## config.mk

```make
export PLATFORM = sky130hd
export DESIGN_NAME = uart_tx_data
export DESIGN_NICKNAME = d
export VERILOG_FILES = /design/src/rtl/uart_tx_data.sv
export SDC_FILE = /design/constraint.sdc
export NUM_CORES = 1
export LEC_CHECK = 0
export ABC_AREA = 1
export BUFFER_PORTS_ARGS = -buffer_cell sky130_fd_sc_hd__buf_2
export CORE_MARGIN = 3
export CORE_UTILIZATION = 35
export DETAILED_ROUTE_END_ITERATION = 6
export HOLD_SLACK_MARGIN = 0.12
export PLACE_DENSITY_LB_ADDON = 0.05
export SLEW_MARGIN = 20
export SYNTH_ARGS = -nofsm -noshare
export SYNTH_HDL_FRONTEND = slang
export SYNTH_SLANG_ARGS = --single-unit
```

## constraint.sdc

```tcl
create_clock -name clk -period 1.5 [get_ports clk]
set_input_delay 0.075 -clock clk [delete_from_list [all_inputs] [get_ports clk]]
set_output_delay 0.075 -clock clk [all_outputs]
set_load 0.01 [all_outputs]
```

## src/rtl/uart_tx_data.sv

```systemverilog
// uart_tx_data: UART transmitter, the transmit-side partner of uart_rx_data.
// It takes one byte per valid/ready handshake and sends a start bit, the data bits
// LSB first, an optional parity bit and then the stop bit(s). Bit timing comes from
// the 16x oversampling baud_rate_clk, which is sampled in the clk domain.
// Optional feature: define UART_TX_PARITY_EN to insert a parity bit after the data bits.
module uart_tx_data #(
  parameter int DATA_BITS  = 8,
  parameter int OVERSAMPLE = 16,
  parameter int STOP_BITS  = 1,
  parameter int PARITY_ODD = 0
) (
  input  logic                 clk,
  input  logic                 rst,
  input  logic                 baud_rate_clk,
  input  logic [DATA_BITS-1:0] tx_data,
  input  logic                 tx_valid,
  output logic                 tx_ready,
  output logic                 tx,
  output logic                 tx_done,
  output logic [2:0]           machine_state,
  output logic [3:0]           tick,
  output logic [3:0]           bit_num
);

  typedef enum logic [2:0] {
    S_IDLE   = 3'd0,
    S_START  = 3'd1,
    S_DATA   = 3'd2,
    S_STOP   = 3'd3,
    S_PARITY = 3'd4
  } state_t;

  localparam logic [3:0] TICK_LAST = 4'(OVERSAMPLE - 1);
  localparam logic [3:0] BIT_LAST  = 4'(DATA_BITS - 1);
  // The stop counter only needs to tell the first stop bit from the second.
  localparam logic       STOP_LAST = (STOP_BITS == 2);

  state_t                 state_q;
  logic [3:0]             tick_q;
  logic [3:0]             bit_num_q;
  logic [DATA_BITS-1:0]   shift_q;
  logic                   stop_cnt_q;
  logic                   tx_q;
  logic                   ready_q;
  logic                   done_q;
  logic                   baud_prev_q;
  logic                   baud_edge_d;

`ifdef UART_TX_PARITY_EN
  // The shift register is consumed while the data bits go out, so the parity bit
  // is taken from an untouched copy of the accepted byte.
  logic [DATA_BITS-1:0]   data_q;

  function automatic logic parity_bit(input logic [DATA_BITS-1:0] d);
    return (^d) ^ (PARITY_ODD != 0);
  endfunction
`endif

  // One baud tick per rising edge of the sampled baud_rate_clk.
  always_comb begin
    baud_edge_d = baud_rate_clk & ~baud_prev_q;
  end

  // Frame sequencer: every output is registered here, tick/bit bookkeeping included.
  always_ff @(posedge clk) begin
    if (rst) begin
      state_q     <= S_IDLE;
      tick_q      <= '0;
      bit_num_q   <= '0;
      shift_q     <= '0;
      stop_cnt_q  <= 1'b0;
      tx_q        <= 1'b1;
      ready_q     <= 1'b1;
      done_q      <= 1'b0;
      baud_prev_q <= 1'b0;
`ifdef UART_TX_PARITY_EN
      data_q      <= '0;
`endif
    end else begin
      baud_prev_q <= baud_rate_clk;
      done_q      <= 1'b0;
      case (state_q)
        S_IDLE: begin
          tx_q    <= 1'b1;
          ready_q <= 1'b1;
          // Baud edges are ignored here, including one that lands on the accept cycle.
          if (tx_valid && ready_q) begin
            shift_q    <= tx_data;
`ifdef UART_TX_PARITY_EN
            data_q     <= tx_data;
`endif
            tick_q     <= '0;
            bit_num_q  <= '0;
            stop_cnt_q <= 1'b0;
            state_q    <= S_START;
            ready_q    <= 1'b0;
            tx_q       <= 1'b0;
          end
        end
        default: begin
          if (baud_edge_d) begin
            if (tick_q != TICK_LAST) begin
              tick_q <= tick_q + 4'd1;
            end else begin
              // End of the current bit period.
              tick_q <= '0;
              case (state_q)
                S_START: begin
                  state_q <= S_DATA;
                  tx_q    <= shift_q[0];
                end
                S_DATA: begin
                  shift_q <= shift_q >> 1;
                  if (bit_num_q == BIT_LAST) begin
                    bit_num_q <= '0;
`ifdef UART_TX_PARITY_EN
                    state_q   <= S_PARITY;
                    tx_q      <= parity_bit(data_q);
`else
                    state_q    <= S_STOP;
                    stop_cnt_q <= 1'b0;
                    tx_q       <= 1'b1;
`endif
                  end else begin
                    bit_num_q <= bit_num_q + 4'd1;
                    tx_q      <= shift_q[1];
                  end
                end
`ifdef UART_TX_PARITY_EN
                S_PARITY: begin
                  state_q    <= S_STOP;
                  stop_cnt_q <= 1'b0;
                  tx_q       <= 1'b1;
                end
`endif
                S_STOP: begin
                  if (stop_cnt_q == STOP_LAST) begin
                    done_q  <= 1'b1;
                    state_q <= S_IDLE;
                    ready_q <= 1'b1;
                    tx_q    <= 1'b1;
                  end else begin
                    stop_cnt_q <= 1'b1;
                  end
                end
                default: begin
                  // Unreachable encodings fall back to an idle line.
                  state_q <= S_IDLE;
                  ready_q <= 1'b1;
                  tx_q    <= 1'b1;
                end
              endcase
            end
          end
        end
      endcase
    end
  end

  assign tx            = tx_q;
  assign tx_ready      = ready_q;
  assign tx_done       = done_q;
  assign machine_state = state_q;
  assign tick          = tick_q;
  assign bit_num       = bit_num_q;

endmodule
```

==> summary.md <==
| Metric | Value |
|---|---|
| Vias/cell | 4.58 |
| Num ports | 26 |
| Final std cells w/o fill | 252 |
| Fillcell total | 333 |
| Remaining global-route overflow | 0 |
| WL final | 2930 um |
| Post-DR wirelength/cell | 11.6 um |
| Critical path's slowest cell | dfxtp_2 |
| Vias | 1,153 |
| Register area | 444 um2 |
| Area of the multi-input gates | 682 um2 |
| EDFF count, synth | 0 |
| Clock Latency Late Sink | 0.32 ns |
| Die Footprint | 4080 um2 |
| Die width | 63.9 um |
| Post-synth cell types | 24 |
| Initial antenna violation count | 0 |
| Final hold violation count | 0 |
| Starting density of the core | 37.5% |
| Clock Sinks | 22 |
| Psw | 1490 uW |
| Worst VDD drop | 886 uV |
| Final Cycle Share | 91.7% |
| Synth Flop Type | dfxtp_1 |
| Pwr per Cell Area | 2110 nW/um2 |
| Global-route usage over all layers | 15.4% |
| Total core area | 3130 um2 |
| Fmax | 727 MHz |
| Clk slew on worst S/H paths | 0.14 ns |
| CTS tree | built |
| HP Class | primary input to register |
| Clk pwr share | 10.3% |
| Layout area overhead | 33.7% |
| Startpoint types | register |
| Crit path from | tick[0]$_SDFFE_PP0P_ |
| Setup CP Type | register to register |
| Critical Path Fanout Max | 9 |
| WHS | 0.212 ns |
| Global-route wire length before repair | 5030 um |
| Synth Net Count | 185 |
| Pins over their slew limit | 0 |
| Int Pwr | 1820 uW |
| Worst path top cell family by delay | simple AND/OR/NAND/NOR gates |
| Clock root buffer | clkbuf_4 |
| Nets | 227 |
| CTS buffer count | 3 |
| Final ANT Viol Nets | 0 |
| FP Rows | 20 |
| IO buf count | 24 |
| DRC viols | 0 |
| Max incr delay on CP | 0.36 ns |
| DR iter-0 viols | 44 |
| Layout cells sized above 1 | 27.9% |
| Fin crit period | 1.38 ns |
| Die Y | 63.9 um |
| Synth warnings | 0 |
| Setup Skew | 0.0120 ns |
| CP Buf/Inv Count | 1 |
| # H-tree levels | 1 |
| Outcome | finished, final reports clean |
| Antenna Cells | 0 |
| # Max-Cap Violations | 0 |
| #FFs+latches synth | 22 |
| Most frequent cells after synthesis | 34 x nand2_1, 30 x nor2_1, 22 x dfxtp_1 |
| WP data arrival | 1.63 ns |
| Area share of the largest cell type after synthesis | 37.6% |
| Cell Chain, Critical Path | ha_2 > nand3_4 > o21ai_4 > nand2_4 > inv_8 > nor2_1 > nor2_1 |
| Seq/Total Area, Yosys | 37.6% |
| Vias in the first global route | 1,129 |
| Placed Instances | 240 |
| Syn avg cell area | 7.02 um2 |
| DRT Pass-1 Iters | 5 |
| Net Sw Frac | 45.0% |
| Final setup viols | 0 |
| FFs w/ async S/R, synth | 0% |
| Cell mode on critical path | nor2_1 |
| Syn Inst Count | 167 |
| Pleak | 0.000756 uW |
| RD Place Congestion | 0.823 |
| Reg2reg start | tick[0]$_SDFFE_PP0P_ |
| Largest net degree at the start of global routing | 13 |
| Seq pwr share | 27.4% |
| Clk buf depth | 2 |
| Hpwl dp | 2090 um |
| Most common cell in the netlist | nand2_1 |
| Dominant cells by area after synthesis | dfxtp_1 38%, nand2_1 11%, nor2_1 9.6% |
| Combinational share of power | 62.3% |
| Post-synth top area cell | dfxtp_1 |
| CP endpoint kind | register |
| Unrepaired setup endpoints after global routing | false |
| WP data required | 1.76 ns |
| Mapped Area | 1170 um2 |
| Min-delay src | tx_data[6] |
==> cells in the final DEF (no fill, tap or decap), types with 3 or more instances in the layout <==
cell            n
dfxtp_2         3
inv_1          16
a21oi_1         8
nor2_1         29
o21ai_0         4
buf_2          24
dlygate4sd3_1   4
nand3_1        17
buf_4          12
a21boi_0        7
o21ai_1         3
clkbuf_4        3
ha_1            3
dfxtp_1        19
nand2_1        34
==> registers in the layout, indices dropped and copies added, names as in the netlist <==
signal	count
tx_done	1
tx_ready	1
shift_q	8
baud_prev_q	1
tx	1
machine_state	2
bit_num	4
tick	4
==> worst min-delay path: cells and delay by family <==
kind	cells	cell delay, ns
buf+inv	1	0.09
compound gates	1	0.11
simple gates	4	0.23
==> power by group through the flow <==
stage	clock network [uW]	registers, uW	logic [uW]
2_1_floorplan	0	956	1180
3_3_place_gp	0	912	1780
3_5_place_dp	0	916	1800
4_1_cts	358	906	1890
5_1_grt	380	935	2330
6_report	343	907	2070
==> repair_timing <==
item | CTS | global route
setup endpoints to repair | 13 | 16
gates resized for setup | 5 | 15
hold buffers | 4 | 0
cloned | 1 | 0
hold endpoints to repair | 6 | 0
setup buffers | 1 | 2
pin swaps | 0 | 3
==> cell families after synthesis <==
family | after synthesis | share of synthesized area [%]
AO/OA/AOI/OAI | 25 | 13.6
XOR/XNOR | 2 | 1.49
adder cells (fa/ha/maj) | 6 | 6.40
buffers and inverters | 24 | 9.07
flip-flops | 22 | 37.6
other | 1 | 0.320
AND/OR/NAND/NOR | 87 | 31.6
==> path summary, 6_finish.rpt <==
check / slack (ns) / endpoint / depth (start not counted)
worst max register to register: 0.12 / shift_q[2]$_SDFFE_PP0P_ / 7
worst max-delay path: 0.12 / shift_q[2]$_SDFFE_PP0P_ / 7
worst min register to register: 0.48 / shift_q[7]$_SDFFE_PP0P_ / 2
worst min-delay path: 0.21 / shift_q[6]$_SDFFE_PP0P_ / 6
==> per-stage QoR <==
stage / setup slack [ns] / instance area, um2 / setup TNS, ns / total power [uW] / utilization (%)
finish: 0.124 / 1570 / 0 / 3320 / 50.1
detailed placement: -0.0282 / 1400 / -0.0832 / 2710 / 44.6
CTS: 0.00119 / 1500 / 0 / 3150 / 48.0
floorplan: 0.0219 / 1170 / 0 / 2140 / -
global route: 0.00425 / 1570 / 0 / 3640 / 50.1
global placement: 0.0215 / 1400 / 0 / 2690 / 44.6
==> cell type report <==
| cell class | count | area share, % |
|---|---|---|
| multi-input cells | 122 | 43.5 |
| flip-flops and latches | 22 | 28.3 |
| repair buffers | 42 | 17.4 |
| inverters | 18 | 4.95 |
| well taps | 44 | 3.51 |
| clock buffers | 4 | 2.31 |
==> layer usage <==
metal / global-route usage, % / up-vias / routed length [um]
met5: 0 / - / 0
met4: 4.58 / 0 / 0
met3: 4.57 / 0 / 125
met2: 24.8 / 22 / 1360
met1: 19.7 / 519 / 1440
li1: - / 612 / -
Note: power is estimated with default switching activity, not from simulation.
